<file path="src/rtl/seg7_pkg.sv">
// seg7_pkg: segment codes, scan states and inverse segment decode for the 7-segment bus monitor
package seg7_pkg;
    typedef logic [0:6] seg7_code_t;
    localparam seg7_code_t SEG_0 = 7'b0000001;
    localparam seg7_code_t SEG_1 = 7'b1001111;
    localparam seg7_code_t SEG_2 = 7'b0010010;
    localparam seg7_code_t SEG_3 = 7'b0000110;
    localparam seg7_code_t SEG_4 = 7'b1001100;
    localparam seg7_code_t SEG_5 = 7'b0100100;
    localparam seg7_code_t SEG_6 = 7'b0100000;
    localparam seg7_code_t SEG_7 = 7'b0001111;
    localparam seg7_code_t SEG_8 = 7'b0000000;
    localparam seg7_code_t SEG_9 = 7'b0001100;
    localparam seg7_code_t SEG_A = 7'b0001000;
    localparam seg7_code_t SEG_B = 7'b1100000;
    localparam seg7_code_t SEG_C = 7'b0110001;
    localparam seg7_code_t SEG_D = 7'b1000010;
    localparam seg7_code_t SEG_E = 7'b0110000;
    localparam seg7_code_t SEG_F = 7'b0111000;
    localparam seg7_code_t SEG_BLANK = 7'b1111111;
    typedef enum logic [1:0] {IDLE, TRACK, CAPTURED} scan_state_t;
    function automatic logic [4:0] seg7_to_nibble(input seg7_code_t code);
        case (code)
            SEG_0: return 5'h10;
            SEG_1: return 5'h11;
            SEG_2: return 5'h12;
            SEG_3: return 5'h13;
            SEG_4: return 5'h14;
            SEG_5: return 5'h15;
            SEG_6: return 5'h16;
            SEG_7: return 5'h17;
            SEG_8: return 5'h18;
            SEG_9: return 5'h19;
            SEG_A: return 5'h1A;
            SEG_B: return 5'h1B;
            SEG_C: return 5'h1C;
            SEG_D: return 5'h1D;
            SEG_E: return 5'h1E;
            SEG_F: return 5'h1F;
            default: return 5'h00;
        endcase
    endfunction
endpackage

</file>
<file path="src/rtl/seg7_code_to_nibble.sv">
// seg7_code_to_nibble: combinational inverse lookup from active-low segment code to hex nibble
module seg7_code_to_nibble
    import seg7_pkg::*;
(
    input  logic [0:6] code,
    output logic [3:0] nibble,
    output logic       valid
);
    assign {valid, nibble} = seg7_to_nibble(code);
endmodule

</file>
<file path="src/rtl/seg7_scan_decoder.sv">
// seg7_scan_decoder: samples a multiplexed 7-segment bus and recovers the displayed hex word
// SEG7_DP_CAPTURE_EN adds decimal-point capture (seg_dp input, dp_out output)
module seg7_scan_decoder
    import seg7_pkg::*;
#(
    parameter int NUM_DIGITS = 8,
    parameter int STABLE_CNT = 4
) (
    input  logic                    clk,
    input  logic                    rst_n,
    input  logic [0:6]              seg_in,
`ifdef SEG7_DP_CAPTURE_EN
    input  logic                    seg_dp,
    output logic [NUM_DIGITS-1:0]   dp_out,
`endif
    input  logic [NUM_DIGITS-1:0]   digit_sel,
    output logic [4*NUM_DIGITS-1:0] word_out,
    output logic                    word_valid,
    output logic [NUM_DIGITS-1:0]   digit_err,
    output logic                    frame_err
);
    localparam int IW = NUM_DIGITS > 1 ? $clog2(NUM_DIGITS) : 1;
    localparam int CW = $clog2(STABLE_CNT + 1);
`ifdef SEG7_DP_CAPTURE_EN
    localparam int SW = 8;
`else
    localparam int SW = 7;
`endif
    logic [SW-1:0] pin_smp, s1_smp, s_smp, prev_smp;
    logic [NUM_DIGITS-1:0] s1_sel, s_sel, prev_sel, seen, seen_n, idx_bit;
    logic [IW-1:0] idx;
    logic [CW-1:0] cnt, cnt_n;
    scan_state_t state, state_n;
    logic vld, same, cap, nib_ok;
    logic [3:0] nib;
    seg7_code_t s_seg;
    logic [NUM_DIGITS-1:0][3:0] shadow, shadow_n;
    logic [NUM_DIGITS-1:0] shadow_err, shadow_err_n;
`ifdef SEG7_DP_CAPTURE_EN
    logic [NUM_DIGITS-1:0] shadow_dp, shadow_dp_n;
    assign pin_smp = {seg_dp, seg_in};
`else
    assign pin_smp = seg_in;
`endif
    assign s_seg = s_smp[6:0];
    // the decimal point rides in the sample word so it takes part in the stability compare
    always_ff @(posedge clk or negedge rst_n) begin
        if (!rst_n) begin
            s1_smp <= '1;
            s_smp <= '1;
            prev_smp <= '1;
            s1_sel <= '1;
            s_sel <= '1;
            prev_sel <= '1;
        end else begin
            s1_smp <= pin_smp;
            s_smp <= s1_smp;
            prev_smp <= s_smp;
            s1_sel <= digit_sel;
            s_sel <= s1_sel;
            prev_sel <= s_sel;
        end
    end
    always_comb begin
        idx = '0;
        for (int i = 0; i < NUM_DIGITS; i++)
            if (!s_sel[i]) idx = IW'(i);
    end
    assign vld = $countones(~s_sel) == 1;
    assign same = (s_sel == prev_sel) && (s_smp == prev_smp);
    assign idx_bit = NUM_DIGITS'(1) << idx;
    always_ff @(posedge clk or negedge rst_n) begin
        if (!rst_n) begin
            state <= IDLE;
            cnt <= '0;
        end else begin
            state <= state_n;
            cnt <= cnt_n;
        end
    end
    // a held captured sample stays put; any other valid sample either extends or restarts the run
    always_comb begin
        state_n = state;
        cnt_n = cnt;
        cap = 1'b0;
        if (!vld) begin
            state_n = IDLE;
            cnt_n = '0;
        end else if (!(state == CAPTURED && same)) begin
            cnt_n = (state == TRACK && same) ? cnt + 1'b1 : CW'(1);
            cap = cnt_n == CW'(STABLE_CNT);
            state_n = cap ? CAPTURED : TRACK;
        end
    end
    seg7_code_to_nibble u_dec (.code(s_seg), .nibble(nib), .valid(nib_ok));
    always_comb begin
        shadow_n = shadow;
        shadow_err_n = shadow_err;
        shadow_n[idx] = nib;
        shadow_err_n[idx] = ~nib_ok;
        seen_n = seen | idx_bit;
    end
    always_ff @(posedge clk or negedge rst_n) begin
        if (!rst_n) begin
            seen <= '0;
            shadow <= '0;
            shadow_err <= '0;
            word_out <= '0;
            digit_err <= '0;
            word_valid <= 1'b0;
            frame_err <= 1'b0;
        end else begin
            word_valid <= 1'b0;
            frame_err <= 1'b0;
            if (cap) begin
                shadow <= shadow_n;
                shadow_err <= shadow_err_n;
                if (seen[idx]) begin
                    seen <= idx_bit;
                    frame_err <= 1'b1;
                end else if (&seen_n) begin
                    seen <= '0;
                    word_out <= shadow_n;
                    digit_err <= shadow_err_n;
                    word_valid <= 1'b1;
                end else
                    seen <= seen_n;
            end
        end
    end
`ifdef SEG7_DP_CAPTURE_EN
    always_comb begin
        shadow_dp_n = shadow_dp;
        shadow_dp_n[idx] = ~s_smp[7];
    end
    always_ff @(posedge clk or negedge rst_n) begin
        if (!rst_n) begin
            shadow_dp <= '0;
            dp_out <= '0;
        end else if (cap) begin
            shadow_dp <= shadow_dp_n;
            if (!seen[idx] && &seen_n) dp_out <= shadow_dp_n;
        end
    end
`endif
endmodule

</file>
<file path="config.mk">
export PLATFORM = sky130hd
export DESIGN_NAME = seg7_scan_decoder
export DESIGN_NICKNAME = d
export VERILOG_FILES = /design/src/rtl/seg7_pkg.sv /design/src/rtl/seg7_code_to_nibble.sv /design/src/rtl/seg7_scan_decoder.sv
export SDC_FILE = /design/constraint.sdc
export NUM_CORES = 1
export LEC_CHECK = 0
export ABC_AREA = 0
export CAP_MARGIN = 40
export CORE_AREA = 2 2 122 124
export DETAILED_ROUTE_END_ITERATION = 7
export DIE_AREA = 0 0 124 126
export HOLD_SLACK_MARGIN = 0.02
export SETUP_SLACK_MARGIN = 0.2
export SYNTH_ARGS = -nofsm -noshare
export SYNTH_HDL_FRONTEND = slang
export SYNTH_SLANG_ARGS = --single-unit
export TNS_END_PERCENT = 5
</file>
<file path="constraint.sdc">
create_clock -name clk -period 9.9 [get_ports clk]
set_input_delay 2.97 -clock clk [delete_from_list [all_inputs] [get_ports clk]]
set_output_delay 2.97 -clock clk [all_outputs]
set_load 0.01 [all_outputs]
</file>
==> impl_metrics.xml, run 1 <==
<?xml version="1.0" encoding="UTF-8"?>
<metrics>
  <group name="place">
    <metric name="gp_congestion" unit="">0.8376</metric>
    <metric name="placed_cells_incl_taps" unit="">766</metric>
    <metric name="port-buffer-count" unit="">58</metric>
    <metric name="placed_cell_area" unit="sq mm">0.006932</metric>
    <metric name="place_hpwl" unit="um">8417</metric>
  </group>
  <group name="clock_network">
    <metric name="total_clock_buffers_created_by_cts" unit="">17</metric>
    <metric name="cts_tree" unit="">done</metric>
    <metric name="path_clk_slew" unit="ps">50</metric>
    <metric name="clock_sinks" unit="">140</metric>
    <metric name="cts_setup_buffers" unit="">0</metric>
    <metric name="post_cts_repair_resize_count" unit="">0</metric>
    <metric name="postCtsHoldBufs" unit="">0</metric>
    <metric name="cts.htree.levels" unit="">4</metric>
    <metric name="clock_latency_at_the_later_pin_of_the_worst_skew_pair" unit="ps">420</metric>
    <metric name="cts_root_buffer" unit="">sky130_fd_sc_hd__clkbuf_16</metric>
    <metric name="cts.path.max_buffers" unit="">2</metric>
  </group>
  <group name="critical_path">
    <metric name="crit_required" unit="ps">10160</metric>
    <metric name="worstPathArrival" unit="ps">5190</metric>
    <metric name="critical_path.startpoint_type" unit="">flip-flop</metric>
    <metric name="ff2ff_setup_slack" unit="ps">4970</metric>
    <metric name="rr_endpoint" unit="">word_out[6]$_DFFE_PN0P_</metric>
    <metric name="criticalPathCategory" unit="">flip-flop to flip-flop</metric>
    <metric name="crit-reg2reg-launch" unit="">s_sel[3]$_DFF_PN1_</metric>
    <metric name="cp-end-kind" unit="">flip-flop</metric>
    <metric name="worst_r2r_path_depth" unit="">15</metric>
    <metric name="critical_path_fanouts_max" unit="">80</metric>
  </group>
  <group name="drt">
    <metric name="drt_wl_total" unit="um">12420</metric>
    <metric name="route.antenna.remaining_nets" unit="">0</metric>
    <metric name="avgRoutedWirePerCell" unit="um">15.56</metric>
    <metric name="per_cell_via_count_in_the_routed_design" unit="">5.211</metric>
    <metric name="drt_first_iter_violations" unit="">210</metric>
    <metric name="drt-pass1-iter-count" unit="">4</metric>
    <metric name="remaining_drc_errors" unit="">0</metric>
    <metric name="route.vias.total" unit="">4158</metric>
  </group>
  <group name="floorplanning">
    <metric name="start_util" unit="%">44.13</metric>
    <metric name="dieHeight" unit="um">126</metric>
    <metric name="fp.dieArea" unit="sq mm">0.01562</metric>
    <metric name="boundaryPins" unit="">59</metric>
    <metric name="num_rows" unit="">44</metric>
    <metric name="coreArea" unit="sq mm">0.01431</metric>
    <metric name="fp.dieW" unit="um">124</metric>
  </group>
  <group name="grt">
    <metric name="first_global_vias" unit="">4219</metric>
    <metric name="pin_count_of_the_biggest_net_entering_global_routing" unit="">81</metric>
    <metric name="global_route.overflow_total" unit="">0</metric>
    <metric name="globalRouteTotalUtil" unit="%">17.69</metric>
    <metric name="grt_antenna_before_repair" unit="">0</metric>
    <metric name="grt_pass1_wl" unit="um">21190</metric>
  </group>
  <group name="logic_synthesis">
    <metric name="asyncSetResetFlopFracSynth" unit="%">100.0</metric>
    <metric name="synth.largest_area_cell" unit="">sky130_fd_sc_hd__dfrtp_1</metric>
    <metric name="synth-seq-area-share" unit="%">56.36</metric>
    <metric name="syn-cell-area" unit="sq mm">0.006316</metric>
    <metric name="synthesis.yosys.warnings" unit="">0</metric>
    <metric name="synth_nets" unit="">581</metric>
    <metric name="postSynthRegisterBits" unit="">140</metric>
    <metric name="synth.lib_cells_used.distinct" unit="">65</metric>
    <metric name="yosys_most_used_dff" unit="">sky130_fd_sc_hd__dfrtp_1</metric>
    <metric name="synthMostInstantiatedCell" unit="">sky130_fd_sc_hd__dfrtp_1</metric>
    <metric name="synth_commonest_cells" unit="">sky130_fd_sc_hd__dfrtp_1, sky130_fd_sc_hd__nand2_1, sky130_fd_sc_hd__dfstp_2</metric>
    <metric name="synth_top_cell_area_share" unit="%">37.64</metric>
    <metric name="syn-instance-count" unit="">556</metric>
    <metric name="syn-mean-instance-area" unit="sq um">11.36</metric>
    <metric name="edff_count_synth" unit="">0</metric>
    <metric name="synth_area_leaders" unit="">sky130_fd_sc_hd__dfrtp_1, sky130_fd_sc_hd__dfstp_2, sky130_fd_sc_hd__nand2_1</metric>
  </group>
  <group name="hold_path">
    <metric name="whs_endpoint" unit="">s_sel[4]$_DFF_PN1_</metric>
    <metric name="worstHoldPathType" unit="">flip-flop to flip-flop</metric>
    <metric name="hold_depth" unit="">0</metric>
    <metric name="worst_hold_startpoint" unit="">s1_sel[4]$_DFF_PN1_</metric>
  </group>
  <group name="finish">
    <metric name="flow.area_growth_from_synthesis" unit="%">18.54</metric>
    <metric name="finish.cell_count_without_fillers" unit="">798</metric>
    <metric name="final_design_area_no_fill" unit="sq mm">0.007487</metric>
    <metric name="num_antenna_cells" unit="">0</metric>
    <metric name="num-nets-final" unit="">626</metric>
    <metric name="post_route_cells_drive_above_1_share" unit="%">20.85</metric>
    <metric name="layout.filler_cells" unit="">1262</metric>
  </group>
  <group name="pwr">
    <metric name="power_per_cell_area" unit="mW/mm^2">169.6</metric>
    <metric name="total_leakage_power" unit="nW">3.145</metric>
    <metric name="peak_supply_drop" unit="mV">0.1106</metric>
  </group>
  <group name="timing">
    <metric name="worst-slew-pin-transition" unit="ps">843.7</metric>
    <metric name="rel_slew_slack" unit="%">43.33</metric>
    <metric name="final.min_clock_period" unit="ps">4930</metric>
    <metric name="final_min_period_over_clock_period" unit="%">49.79</metric>
    <metric name="rsz_0062_raised_after_global_routing" unit="">false</metric>
    <metric name="finalMaxSlewViolations" unit="">0</metric>
    <metric name="clock-skew-final" unit="ps">6.887</metric>
    <metric name="setup_violations" unit="">0</metric>
    <metric name="setup-tns-final" unit="ps">0</metric>
    <metric name="hold_violations" unit="">0</metric>
    <metric name="achievable-frequency" unit="MHz">202.9</metric>
  </group>
  <group name="run_status">
    <metric name="outcome" unit="">completed</metric>
  </group>
  <group name="job">
    <metric name="drv_cap" unit="">0</metric>
  </group>
</metrics>
## flip-flops by register name, summed over array words and instances, names as in the netlist, 3 cells and up
name,cells
seen,8
s_seg,7
shadow_err,8
s_sel,8
digit_err,8
s1_smp,7
prev_smp,7
prev_sel,8
word_out,32
cnt,3
s1_sel,8
shadow,32
## cells in the final DEF (no fill, tap or decap), types with 8 or more instances in the layout
master	count
sky130_fd_sc_hd__a21oi_1	29
sky130_fd_sc_hd__clkbuf_16	18
sky130_fd_sc_hd__clkdlybuf4s50_1	57
sky130_fd_sc_hd__dfrtp_1	95
sky130_fd_sc_hd__dfstp_2	45
sky130_fd_sc_hd__inv_1	14
sky130_fd_sc_hd__mux2_2	8
sky130_fd_sc_hd__mux2_4	15
sky130_fd_sc_hd__mux2i_1	21
sky130_fd_sc_hd__nand2_1	67
sky130_fd_sc_hd__nand3_1	8
sky130_fd_sc_hd__nor2_1	38
sky130_fd_sc_hd__o21ai_0	41
sky130_fd_sc_hd__o21ai_1	25
sky130_fd_sc_hd__xor2_1	13
## where the power goes
part	internal (mW)	total [mW]	switching (mW)
clock	0.360	0.586	0.227
sequential	0.593	0.608	0.0152
combinational	0.0312	0.0757	0.0444
total	0.984	1.27	0.286
## worst max path at each step
stage / cells past startpoint / to / from
2_1_floorplan: 15 / shadow[0]$_DFFE_PN0P_ / s_sel[1]$_DFF_PN1_
3_3_place_gp: 15 / word_out[19]$_DFFE_PN0P_ / s_sel[3]$_DFF_PN1_
3_5_place_dp: 15 / word_out[6]$_DFFE_PN0P_ / s_sel[3]$_DFF_PN1_
4_1_cts: 15 / word_out[6]$_DFFE_PN0P_ / s_sel[3]$_DFF_PN1_
5_1_grt: 15 / word_out[20]$_DFFE_PN0P_ / s_sel[3]$_DFF_PN1_
6_report: 15 / word_out[6]$_DFFE_PN0P_ / s_sel[3]$_DFF_PN1_
## per-stage QoR
stage	util, %	hold slack (ps)	worst slack, ps	total power [mW]
after global routing	52.31	357.8	4676	1.327
after CTS	52.31	353.4	5007	1.287
after global placement	48.10	345.9	5202	0.6877
after detailed placement	48.43	347.2	4996	0.6934
final	52.31	354.7	4970	1.270
after floorplan	-	345.2	5659	0.6604
## per-layer routing
layer  part of all wire, %  track usage, %  up-vias
li1                      -               -     2006
met1                    48           24.05     2062
met2                    48           27.25       71
met3                   3.0           4.665       19
met4                   1.6           6.609        0
met5                     0               0        -
## layout make-up
| class | count | area [sq um] | area share (%) |
|---|---|---|---|
| clock inverter | 6 | 35.03 | 0.4679 |
| sequential | 140 | 3560 | 47.54 |
| multi-input combinational | 364 | 2439 | 32.57 |
| inverter | 14 | 52.55 | 0.7019 |
| tap | 184 | 230.2 | 3.075 |
| clock buffer | 26 | 520.5 | 6.952 |
| timing repair buffer | 64 | 650.6 | 8.690 |
## kinds of logic (layout without fill, tap and decap cells)
family	Yosys count	count (layout)	share of synthesized area (%)
flip-flops	140	140	56.36
AO/OA/AOI/OAI	128	128	12.36
multiplexers	47	47	8.855
AND/OR/NAND/NOR	163	163	12.74
adder cells (fa/ha/maj)	8	8	2.060
buffers and inverters	52	110	5.131
XOR/XNOR	18	18	2.496
## critical path, stage by stage, from the launching register on
cell	delay, ps
sky130_fd_sc_hd__dfstp_2	630
sky130_fd_sc_hd__fa_1	440
sky130_fd_sc_hd__inv_1	80
sky130_fd_sc_hd__fa_1	420
sky130_fd_sc_hd__fa_1	500
sky130_fd_sc_hd__ha_1	170
sky130_fd_sc_hd__inv_1	60
sky130_fd_sc_hd__fa_1	380
sky130_fd_sc_hd__a211oi_1	180
sky130_fd_sc_hd__mux2_2	180
sky130_fd_sc_hd__nand3_1	190
sky130_fd_sc_hd__nor4_4	800
sky130_fd_sc_hd__o211ai_4	110
sky130_fd_sc_hd__buf_4	350
sky130_fd_sc_hd__nand2_1	150
sky130_fd_sc_hd__o21ai_0	100
No activity file was read; power rests on OpenSTA's default activity.
==> run 2: changes to the inputs <==
--- a/config.mk
+++ b/config.mk
@@ -11,6 +11,7 @@
 export DETAILED_ROUTE_END_ITERATION = 7
 export DIE_AREA = 0 0 124 126
 export HOLD_SLACK_MARGIN = 0.02
+export PLACE_DENSITY = 0.67
 export SETUP_SLACK_MARGIN = 0.2
 export SYNTH_ARGS = -nofsm -noshare
 export SYNTH_HDL_FRONTEND = slang
==> constraint.sdc (replaced) <==
create_clock -name clk -period 4.5 [get_ports clk]
set_input_delay 1.35 -clock clk [delete_from_list [all_inputs] [get_ports clk]]
set_output_delay 1.35 -clock clk [all_outputs]
set_load 0.01 [all_outputs]
==> run 2 against run 1 <==
Count of clock-buffer cells in the layout shrank 4; combinational power increased to 2.7 times the previous value; routed wire length grew 6.2%; setup slack got worse by 4700 ps; flip-flop and latch count stayed put; cell area up 4.0%; global-route usage increased by 0.37 points; critical endpoint is now shadow[28]$_DFFE_PN0P_; largest cell class unchanged.
==> impl_metrics.xml, run 2 (synthesis results as in run 1) <==
<?xml version="1.0" encoding="UTF-8"?>
<metrics>
  <group name="run_status">
    <metric name="outcome" unit="">completed</metric>
  </group>
  <group name="floorplanning">
    <metric name="fp.dieArea" unit="sq mm">0.01562</metric>
    <metric name="dieHeight" unit="um">126</metric>
    <metric name="fp.dieW" unit="um">124</metric>
    <metric name="num_rows" unit="">44</metric>
    <metric name="coreArea" unit="sq mm">0.01431</metric>
    <metric name="boundaryPins" unit="">59</metric>
    <metric name="start_util" unit="%">44.13</metric>
  </group>
  <group name="timing">
    <metric name="rel_slew_slack" unit="%">43.40</metric>
    <metric name="worst-slew-pin-transition" unit="ps">848.9</metric>
    <metric name="achievable-frequency" unit="MHz">238.4</metric>
    <metric name="final_min_period_over_clock_period" unit="%">93.23</metric>
    <metric name="final_critical_path_setup_slack" unit="ps">304.8</metric>
    <metric name="finalMaxSlewViolations" unit="">0</metric>
    <metric name="rsz_0062_raised_after_global_routing" unit="">true</metric>
    <metric name="hold_violations" unit="">0</metric>
    <metric name="final.min_clock_period" unit="ps">4195</metric>
    <metric name="clock-skew-final" unit="ps">14.44</metric>
    <metric name="setup_violations" unit="">0</metric>
    <metric name="setup-tns-final" unit="ps">0</metric>
  </group>
  <group name="pwr">
    <metric name="share_comb_of_total_power" unit="%">6.6</metric>
    <metric name="p_sw_share" unit="%">21.66</metric>
    <metric name="power.share.clock" unit="%">49.9</metric>
    <metric name="net-switching-power" unit="mW">0.6653</metric>
    <metric name="total_leakage_power" unit="nW">3.287</metric>
    <metric name="peak_supply_drop" unit="mV">0.2181</metric>
    <metric name="finalPower" unit="mW">3.071</metric>
    <metric name="p_int" unit="mW">2.406</metric>
    <metric name="power_frac_seq" unit="%">43.5</metric>
    <metric name="power_per_cell_area" unit="mW/mm^2">394.4</metric>
  </group>
  <group name="grt">
    <metric name="pin_count_of_the_biggest_net_entering_global_routing" unit="">98</metric>
    <metric name="first_global_vias" unit="">4390</metric>
    <metric name="globalRouteTotalUtil" unit="%">18.07</metric>
    <metric name="global_route.overflow_total" unit="">0</metric>
    <metric name="grt_antenna_before_repair" unit="">0</metric>
    <metric name="grt_pass1_wl" unit="um">21690</metric>
  </group>
  <group name="clock_network">
    <metric name="path_clk_slew" unit="ps">60</metric>
    <metric name="cts_tree" unit="">done</metric>
    <metric name="cts.path.max_buffers" unit="">2</metric>
    <metric name="clock_sinks" unit="">140</metric>
    <metric name="clock_latency_at_the_later_pin_of_the_worst_skew_pair" unit="ps">420</metric>
    <metric name="cts_root_buffer" unit="">sky130_fd_sc_hd__clkbuf_16</metric>
    <metric name="total_clock_buffers_created_by_cts" unit="">17</metric>
    <metric name="cts.htree.levels" unit="">4</metric>
    <metric name="postCtsHoldBufs" unit="">0</metric>
  </group>
  <group name="drt">
    <metric name="remaining_drc_errors" unit="">0</metric>
    <metric name="drt_first_iter_violations" unit="">270</metric>
    <metric name="route.vias.total" unit="">4273</metric>
    <metric name="drt_wl_total" unit="um">13190</metric>
    <metric name="per_cell_via_count_in_the_routed_design" unit="">5.256</metric>
    <metric name="avgRoutedWirePerCell" unit="um">16.22</metric>
    <metric name="route.antenna.remaining_nets" unit="">0</metric>
    <metric name="drt-pass1-iter-count" unit="">5</metric>
  </group>
  <group name="critical_path">
    <metric name="critical_path_fanouts_max" unit="">7</metric>
    <metric name="critical_path.startpoint_type" unit="">flip-flop</metric>
    <metric name="cp-end-kind" unit="">flip-flop</metric>
    <metric name="criticalPathCategory" unit="">flip-flop to flip-flop</metric>
    <metric name="crit_required" unit="ps">4800</metric>
    <metric name="worstPathArrival" unit="ps">4500</metric>
  </group>
  <group name="place">
    <metric name="gp_congestion" unit="">0.8619</metric>
    <metric name="place_hpwl" unit="um">8374</metric>
    <metric name="port-buffer-count" unit="">58</metric>
    <metric name="detailedPlace.worstSlack" unit="ps">52.99</metric>
  </group>
  <group name="job">
    <metric name="drv_cap" unit="">0</metric>
  </group>
  <group name="finish">
    <metric name="post-route-util" unit="%">54.41</metric>
    <metric name="leading_cell_type_in_the_layout_fill_and_taps_excluded" unit="">sky130_fd_sc_hd__dfrtp_1</metric>
    <metric name="top_regs" unit="">shadow x32, word_out x32</metric>
    <metric name="post_route_cells_drive_above_1_share" unit="%">23.53</metric>
    <metric name="final_cell_mix" unit="">sky130_fd_sc_hd__dfrtp_1, sky130_fd_sc_hd__nand2_1, sky130_fd_sc_hd__clkdlybuf4s50_1, sky130_fd_sc_hd__dfstp_2, sky130_fd_sc_hd__o21ai_0</metric>
    <metric name="layout.filler_cells" unit="">1215</metric>
    <metric name="num_antenna_cells" unit="">0</metric>
    <metric name="flow.area_growth_from_synthesis" unit="%">23.30</metric>
    <metric name="num-nets-final" unit="">641</metric>
  </group>
  <group name="hold_path">
    <metric name="worstHoldPathType" unit="">flip-flop to flip-flop</metric>
  </group>
</metrics>
==> run 2: metrics by stage <==
step	std cells	hold WS [ps]	cell area, sq um
floorplan	556	345.2	6316
global placement	768	345.3	6948
detailed placement	770	346.8	6987
CTS	804	352.6	7652
global route	813	356.5	7787
finish	813	352.2	7787
==> run 2: worst paths after layout <==
check,startpoint,end,slack [ps],cells after the start
worst max-delay path,s_sel[3]$_DFF_PN1_,shadow[28]$_DFFE_PN0P_,300,14
worst min-delay path,s1_smp[3]$_DFF_PN1_,s_seg[3]$_DFF_PN1_,350,0
worst max register to register,s_sel[3]$_DFF_PN1_,shadow[28]$_DFFE_PN0P_,300,14
worst min register to register,s1_smp[3]$_DFF_PN1_,s_seg[3]$_DFF_PN1_,350,0
max in group asynchronous,rst_n,prev_sel[5]$_DFF_PN1_,2780,3
min in group asynchronous,rst_n,s_seg[1]$_DFF_PN1_,890,1
==> run 2: timing repair <==
| item | CTS | global route |
|---|---|---|
| buffers inserted | 2 | 7 |
| setup endpoints to repair | 64 | 81 |
| hold endpoints to repair | 0 | 0 |
| gates resized for setup | 0 | 11 |
| pin swaps | 1 | 1 |
| cloned | 0 | 2 |
==> run 2: cell type report <==
type	count	area, sq um	share of cell area (%)
repair buffers	79	823.3	10.57
flip-flops and latches	140	3560	45.71
multi-input cells	364	2471	31.73
inverters	14	52.55	0.6748
well taps	184	230.2	2.956
clock buffers	22	464.2	5.961
clock inverters	10	186.4	2.394
==> run 2: routing by layer <==
layer	vias up	track usage [%]	wire length, um
met4	0	7.469	200
li1	2035	-	-
met5	-	0	0
met2	94	28.57	6521
met3	13	3.850	509
met1	2131	24.14	5957
==> run 2: power groups by stage <==
stage,Combinational [mW],Clock [mW],Sequential (mW)
3_5_place_dp,0.171,0,1.36
2_1_floorplan,0.114,0,1.34
3_3_place_gp,0.160,0,1.36
5_1_grt,0.227,1.62,1.34
4_1_cts,0.175,1.56,1.33
6_report,0.202,1.53,1.33
==> run 2: worst max-delay path, cell delays in order (launching register included) <==
cell	delay [ps]
sky130_fd_sc_hd__dfstp_2	550
sky130_fd_sc_hd__fa_1	430
sky130_fd_sc_hd__inv_2	70
sky130_fd_sc_hd__fa_1	420
sky130_fd_sc_hd__fa_1	500
sky130_fd_sc_hd__ha_2	170
sky130_fd_sc_hd__inv_1	50
sky130_fd_sc_hd__fa_2	350
sky130_fd_sc_hd__a211oi_2	160
sky130_fd_sc_hd__mux2_4	190
sky130_fd_sc_hd__nand3_4	90
sky130_fd_sc_hd__nor4_4	380
sky130_fd_sc_hd__clkbuf_16	230
sky130_fd_sc_hd__and2_4	190
sky130_fd_sc_hd__mux2_4	300
